File: src/rtl/gpio_pad_ctrl_if.sv
// Register-bus bundle for gpio_pad_ctrl: single-cycle req strobe with
// write/read qualifier, byte address and 32-bit data. Read data returns
// registered, one cycle after the request, flagged by rdata_valid.
interface gpio_pad_ctrl_if;
  logic        req;
  logic        wr;
  logic [4:0]  addr;
  logic [31:0] wdata;
  logic [31:0] rdata;
  logic        rdata_valid;

  modport master (
    output req,
    output wr,
    output addr,
    output wdata,
    input  rdata,
    input  rdata_valid
  );

  modport slave (
    input  req,
    input  wr,
    input  addr,
    input  wdata,
    output rdata,
    output rdata_valid
  );
endinterface

File: src/rtl/gpio_pad_ctrl.sv
// GPIO bank placed between the CPU register bus and per-pin pad_inout
// wrappers. Drives pad_ena/to_pad from registers, samples from_pad through a
// 2-flop synchronizer, optional per-bit debouncer and an edge detector, and
// raises a level interrupt from the PENDING register.
// Optional feature macro: GPIO_DEBOUNCE_EN (defined -> per-bit debounce
// counters; undefined -> DIN follows the synchronizer every cycle).
module gpio_pad_ctrl #(
  parameter int unsigned NR_GPIOS        = 8,
  parameter int unsigned DEBOUNCE_CYCLES = 16
) (
  input  logic                clk,
  input  logic                reset,
  gpio_pad_ctrl_if.slave      bus,
  output logic [NR_GPIOS-1:0] pad_ena,
  output logic [NR_GPIOS-1:0] to_pad,
  input  logic [NR_GPIOS-1:0] from_pad,
  output logic                irq
);

  typedef enum logic [2:0] {
    REG_DOUT    = 3'd0,
    REG_OE      = 3'd1,
    REG_DIN     = 3'd2,
    REG_RISE_IE = 3'd3,
    REG_FALL_IE = 3'd4,
    REG_PENDING = 3'd5,
    REG_RSVD6   = 3'd6,
    REG_RSVD7   = 3'd7
  } reg_sel_e;

  reg_sel_e            sel;
  logic                wr_en;
  logic                rd_en;
  logic [NR_GPIOS-1:0] wdat;

  logic [NR_GPIOS-1:0] dout_q;
  logic [NR_GPIOS-1:0] oe_q;
  logic [NR_GPIOS-1:0] rise_ie_q;
  logic [NR_GPIOS-1:0] fall_ie_q;
  logic [NR_GPIOS-1:0] pending_q;

  logic [NR_GPIOS-1:0] sync1;
  logic [NR_GPIOS-1:0] sync2;
  logic [NR_GPIOS-1:0] din;
  logic [NR_GPIOS-1:0] din_d;

  logic [NR_GPIOS-1:0] pend_clr;
  logic [NR_GPIOS-1:0] edge_hit;
  logic [NR_GPIOS-1:0] pend_next;
  logic [NR_GPIOS-1:0] rd_bits;

  // Bus decode: register select and write/read qualifiers.
  always_comb begin
    sel   = reg_sel_e'(bus.addr[4:2]);
    wr_en = bus.req & bus.wr;
    rd_en = bus.req & ~bus.wr;
    wdat  = bus.wdata[NR_GPIOS-1:0];
  end

  // CPU-writable control registers.
  always_ff @(posedge clk) begin
    if (reset) begin
      dout_q    <= '0;
      oe_q      <= '0;
      rise_ie_q <= '0;
      fall_ie_q <= '0;
    end else if (wr_en) begin
      case (sel)
        REG_DOUT:    dout_q    <= wdat;
        REG_OE:      oe_q      <= wdat;
        REG_RISE_IE: rise_ie_q <= wdat;
        REG_FALL_IE: fall_ie_q <= wdat;
        default:     ;
      endcase
    end
  end

  assign pad_ena = oe_q;
  assign to_pad  = dout_q;

  // Two-flop synchronizer on the asynchronous pad inputs.
  always_ff @(posedge clk) begin
    if (reset) begin
      sync1 <= '0;
      sync2 <= '0;
    end else begin
      sync1 <= from_pad;
      sync2 <= sync1;
    end
  end

`ifdef GPIO_DEBOUNCE_EN
  localparam int unsigned CNT_W = (DEBOUNCE_CYCLES > 1) ? $clog2(DEBOUNCE_CYCLES) : 1;
  localparam logic [CNT_W-1:0] CNT_MAX = CNT_W'(DEBOUNCE_CYCLES - 1);

  logic [CNT_W-1:0] cnt [NR_GPIOS];

  // Per-bit debounce: DIN takes sync2 only after DEBOUNCE_CYCLES consecutive
  // differing samples; any agreeing sample restarts the count.
  always_ff @(posedge clk) begin
    if (reset) begin
      din <= '0;
      for (int unsigned i = 0; i < NR_GPIOS; i++) begin
        cnt[i] <= '0;
      end
    end else begin
      for (int unsigned i = 0; i < NR_GPIOS; i++) begin
        if (sync2[i] == din[i]) begin
          cnt[i] <= '0;
        end else if (cnt[i] == CNT_MAX) begin
          din[i] <= sync2[i];
          cnt[i] <= '0;
        end else begin
          cnt[i] <= cnt[i] + CNT_W'(1);
        end
      end
    end
  end
`else
  // Without debouncing, DIN is one more register stage behind sync2.
  always_ff @(posedge clk) begin
    if (reset) begin
      din <= '0;
    end else begin
      din <= sync2;
    end
  end
`endif

  // Delayed copy of DIN for edge detection.
  always_ff @(posedge clk) begin
    if (reset) begin
      din_d <= '0;
    end else begin
      din_d <= din;
    end
  end

  // Pending update: clear-by-write is applied first so a simultaneous set wins.
  always_comb begin
    pend_clr  = (wr_en && (sel == REG_PENDING)) ? wdat : '0;
    edge_hit  = (din & ~din_d & rise_ie_q) | (~din & din_d & fall_ie_q);
    pend_next = (pending_q & ~pend_clr) | edge_hit;
  end

  // Interrupt pending register.
  always_ff @(posedge clk) begin
    if (reset) begin
      pending_q <= '0;
    end else begin
      pending_q <= pend_next;
    end
  end

  assign irq = |pending_q;

  // Read-data multiplexer; reserved selects return zero.
  always_comb begin
    rd_bits = '0;
    case (sel)
      REG_DOUT:    rd_bits = dout_q;
      REG_OE:      rd_bits = oe_q;
      REG_DIN:     rd_bits = din;
      REG_RISE_IE: rd_bits = rise_ie_q;
      REG_FALL_IE: rd_bits = fall_ie_q;
      REG_PENDING: rd_bits = pending_q;
      default:     rd_bits = '0;
    endcase
  end

  // Registered read response; rdata holds until the next read.
  always_ff @(posedge clk) begin
    if (reset) begin
      bus.rdata       <= '0;
      bus.rdata_valid <= 1'b0;
    end else begin
      bus.rdata_valid <= rd_en;
      if (rd_en) begin
        bus.rdata <= 32'(rd_bits);
      end
    end
  end

endmodule

File: src/flat_wrapper.sv
// flat-port wrapper written by rule: the top's interface ports become plain ports
module gpio_pad_ctrl_flat 
#(
  parameter int unsigned NR_GPIOS        = 8,
  parameter int unsigned DEBOUNCE_CYCLES = 16
)
  (clk, reset, pad_ena, to_pad, from_pad, irq, bus_req, bus_wr, bus_addr, bus_wdata, bus_rdata, bus_rdata_valid);
  gpio_pad_ctrl_if bus_i ();
  input  logic clk;
  input  logic reset;
  output logic [NR_GPIOS-1:0] pad_ena;
  output logic [NR_GPIOS-1:0] to_pad;
  input  logic [NR_GPIOS-1:0] from_pad;
  output logic irq;
  input wire logic [$bits(bus_i.req)-1:0] bus_req;
  input wire logic [$bits(bus_i.wr)-1:0] bus_wr;
  input wire logic [$bits(bus_i.addr)-1:0] bus_addr;
  input wire logic [$bits(bus_i.wdata)-1:0] bus_wdata;
  output wire logic [$bits(bus_i.rdata)-1:0] bus_rdata;
  output wire logic [$bits(bus_i.rdata_valid)-1:0] bus_rdata_valid;
  assign bus_i.req = bus_req;
  assign bus_i.wr = bus_wr;
  assign bus_i.addr = bus_addr;
  assign bus_i.wdata = bus_wdata;
  assign bus_rdata = bus_i.rdata;
  assign bus_rdata_valid = bus_i.rdata_valid;
  gpio_pad_ctrl #(.NR_GPIOS(NR_GPIOS), .DEBOUNCE_CYCLES(DEBOUNCE_CYCLES)) u_core (.clk(clk), .reset(reset), .bus(bus_i), .pad_ena(pad_ena), .to_pad(to_pad), .from_pad(from_pad), .irq(irq));
endmodule
File: config.mk
export PLATFORM = sky130hd
export DESIGN_NAME = gpio_pad_ctrl_flat
export DESIGN_NICKNAME = d
export VERILOG_FILES = /design/src/rtl/gpio_pad_ctrl_if.sv /design/src/rtl/gpio_pad_ctrl.sv /design/src/flat_wrapper.sv
export SDC_FILE = /design/constraint.sdc
export NUM_CORES = 1
export LEC_CHECK = 0
export ABC_CLOCK_PERIOD_IN_PS = 1550
export CAP_MARGIN = 20
export CORE_MARGIN = 2
export CORE_UTILIZATION = 43
export DETAILED_ROUTE_END_ITERATION = 8
export MAX_ROUTING_LAYER = met4
export PLACE_DENSITY = 0.74
export SLEW_MARGIN = 20
export SYNTH_ARGS = -nofsm -noshare
export SYNTH_HDL_FRONTEND = slang
export SYNTH_SLANG_ARGS = --single-unit
File: constraint.sdc
create_clock -name clk -period 1.55 [get_ports clk]
set_input_delay 0.2325 -clock clk [delete_from_list [all_inputs] [get_ports clk]]
set_output_delay 0.2325 -clock clk [all_outputs]
set_load 0.1 [all_outputs]
==> impl_metrics.tcl <==
set metrics [dict create \
    vias 2809 \
    n_antenna_cell 0 \
    cts_buffers 9 \
    grt_max_degree 82 \
    synth_warnings 0 \
    die_y_um 92.56 \
    skew_ns 0.01962 \
    leakage_nw 1.867 \
    core_um2 7647 \
    die_area_um2 8566 \
    min_period_over_period_pct 99.34 \
    ctsHoldBuffers 0 \
    routedWlPerCell_um 15.44 \
    avgSynthCellArea_um2 9.238 \
    place_congestion 0.9408 \
    dpl.hpwl_um 5754 \
    cts_root_buffer "clkbuf_8" \
    synthAdderAreaFrac_pct 0 \
    min_path_cells 3 \
    synth-compound-area-share_pct 12.10 \
    irDropWorstVdd_uv 967.3 \
    antenna_left 0 \
    cap_viol_max_count 0 \
    wl_um 8305 \
    netSwitchingPower_mw 1.438 \
    post-place-ws_ns -0.6027 \
    grt_pass1_wl_um 12850 \
    die_width_um 92.56 \
    io_pins 99 \
    hold_class "input port to flop" \
    tns_ns 0 \
    power_frac_clock_pct 33.1 \
    pwr-share-seq_pct 48.7 \
    nNetsFinal 480 \
    worst_ep_required_time_ns 1.32 \
    fmax_mhz 649.4 \
    drc 0 \
    rsz0062_at_grt "yes" \
    endpoint_kind "output port" \
    final_cells 538 \
    synth_cell_type_count 32 \
    setup_ws_ns 0.01017 \
    switching_share_pct 32.27 \
    critPathArrivalTime_ns 1.31 \
    path_max_fanout 3 \
    ys_ff_latch 81 \
    clkLatencyLatePin_ns 0.36 \
    fin_crit_ns 1.540 \
    synthMuxAreaShare_pct 8.980 \
    tritoncts "done" \
    worst-setup-path-type "flop to output port" \
    dp.cells 519 \
    synthCells 365 \
    area_delta_synth_final_pct 37.14 \
    start_util_pct 44.09 \
    row_count 32 \
    outcome "complete, no violations" \
    syn-cell-area_um2 3372 \
    grt.total_usage_pct 20.04 \
    grt_pass1_vias 2511 \
    cts_sinks 81 \
    drt-pass1-iter-count 7 \
    antenna_found_initial 0 \
    synthXorXnorAreaFrac_pct 0 \
    htree_levels 3 \
    startpoint_type "flop" \
    rr_worst_depth 4 \
    finalHoldViolations 0 \
    synth_top_family_by_area "simple AND/OR/NAND/NOR gates" \
    drt_iter0_markers 170 \
    internal-power_mw 3.018 \
    cts_buffer_depth 2 \
    power_density_nw_per_um2 963.6 \
    fillCellCount 633 \
    setup-violations-final 0 \
    viasPerCell 5.221 \
    path_clk_slew_ns 0.10 \
    layout-drive-gt1-share_pct 24.54 \
    grt_overflow 0 \
    synth_simple_gate_area_share_pct 20.52 \
    seq_area_frac_synth_pct 48.09 \
    io_buffers 48 \
    fin_util_pct 60.47 \
    comb_power_share_pct 18.2 \
    slew_violations 0 \
]
[logic make-up (layout without fill, tap and decap cells)]
group	Yosys count	count (layout)
buffers and inverters	58	106
AND/OR/NAND/NOR	127	127
multiplexers	29	29
AO/OA/AOI/OAI	69	69
flip-flops	81	81
other	1	24
[worst max-delay path, stage by stage, from the launching register on]
cell and delay, ns:
dfxtp_2 0.37, nor4_4 0.29, nand2_2 0.11, buf_12 0.18
[synth_stat cells]
cell type / count / share of area (%)
o32ai_1: 5 / 1.3
nor3_1: 7 / 1.0
inv_2: 1 / 0.11
inv_1: 13 / 1.4
o21ai_1: 2 / 0.30
nor2b_1: 33 / 6.1
nand2_1: 29 / 3.2
or3_1: 2 / 0.37
a211oi_1: 1 / 0.22
mux2i_1: 28 / 8.3
buf_6: 4 / 1.3
nor2_4: 1 / 0.33
nor4_1: 2 / 0.37
o21ai_0: 23 / 3.4
dfxtp_1: 81 / 48
nor2_1: 27 / 3.0
a2111oi_0: 5 / 1.3
nor3b_1: 1 / 0.22
mux4_2: 1 / 0.67
nand3b_4: 1 / 0.59
a21oi_1: 16 / 2.4
buf_4: 25 / 5.6
o22ai_1: 8 / 1.5
o31ai_1: 1 / 0.22
conb_1: 1 / 0.11
buf_2: 2 / 0.30
a31oi_1: 8 / 1.5
or4_4: 1 / 0.33
or2_2: 1 / 0.19
nand3b_1: 17 / 3.8
clkbuf_1: 13 / 1.4
nand2b_1: 5 / 0.93
[registers in the layout (all words and copies together) (netlist names)]
register / cells
u_core.to_pad: 8
u_core.rise_ie_q: 8
u_core.din: 8
u_core.din_d: 8
u_core.sync2: 8
u_core.bus.rdata: 8
u_core.fall_ie_q: 8
u_core.bus.rdata_valid: 1
u_core.sync1: 8
u_core.pending_q: 8
u_core.pad_ena: 8
[layout by cell type, fill, tap and decap left out, types with 2 or more instances in the layout]
cell type        synthesis  routed
a2111oi_2                0       3
a21oi_1                 16      15
a31oi_1                  8       8
buf_12                   0      29
buf_4                   25      24
clkbuf_8                 0      10
clkdlybuf4s50_1          0      18
conb_1                   1      24
dfxtp_1                 81      68
dfxtp_2                  0      13
dlymetal6s2s_1           0       3
inv_1                   13      13
inv_6                    0       2
mux2i_1                 28      26
nand2_1                 29      28
nand2b_1                 5       2
nand2b_2                 0       3
nand3b_1                17      17
nor2_1                  27      26
nor2b_1                 33      33
nor3_1                   7       7
nor4_4                   0       2
o21ai_0                 23      23
o21ai_1                  2       2
o22ai_1                  8       8
o32ai_1                  5       4
[what timing repair did]
action	4_1_cts	5_1_grt
buffers inserted	0	2
gates cloned	0	1
setup endpoints to repair	18	26
pin swaps	3	6
gates resized for setup	16	15
[path summary, 6_finish.rpt]
kind                                          start                   to  slack (ns)
worst min register to register      u_core.sync2[5]        u_core.din[5]        0.44
worst max register to register     u_core.to_pad[1]  u_core.bus.rdata[1]        0.30
worst min-delay path                          reset  u_core.fall_ie_q[4]        0.35
worst max-delay path            u_core.pending_q[7]                  irq        0.01
[power groups by stage]
| stage | clock network, mW | logic (mW) | registers, mW |
|---|---|---|---|
| 6_report | 1.47 | 0.811 | 2.17 |
| 5_1_grt | 1.59 | 0.843 | 2.18 |
| 4_1_cts | 1.51 | 0.788 | 2.17 |
| 3_5_place_dp | 0 | 0.779 | 2.22 |
| 3_3_place_gp | 0 | 0.774 | 2.22 |
| 2_1_floorplan | 0 | 0.466 | 2.33 |
[final cells by class]
cell class / instances / area, um^2 / share of cell area, %
clock buffers: 10 / 137.6 / 2.976
clock inverters: 6 / 50.05 / 1.082
multi-input cells: 249 / 1610 / 34.82
inverters: 14 / 52.55 / 1.136
well taps: 102 / 127.6 / 2.760
flip-flops and latches: 81 / 1638 / 35.42
repair buffers: 76 / 1008 / 21.81
[layer usage]
layer  global-route usage (%)  routed length (um)  vias up
li1                         -                   -     1332
met1                    25.33                3512     1325
met2                    30.47                3892      117
met3                    4.963                 548       35
met4                    8.955                 352        0
met5                        -                   0        -
[through the flow]
| step | hold slack (ns) | power, mW | area (um^2) |
|---|---|---|---|
| after floorplan | 0.3607 | 2.798 | 3471 |
| after CTS | 0.3454 | 4.465 | 4512 |
| after global placement | 0.4170 | 2.992 | 4268 |
| after detailed placement | 0.4231 | 2.998 | 4268 |
| after global routing | 0.3658 | 4.608 | 4624 |
| final | 0.3533 | 4.456 | 4624 |
(Power assumes the default switching activity.)
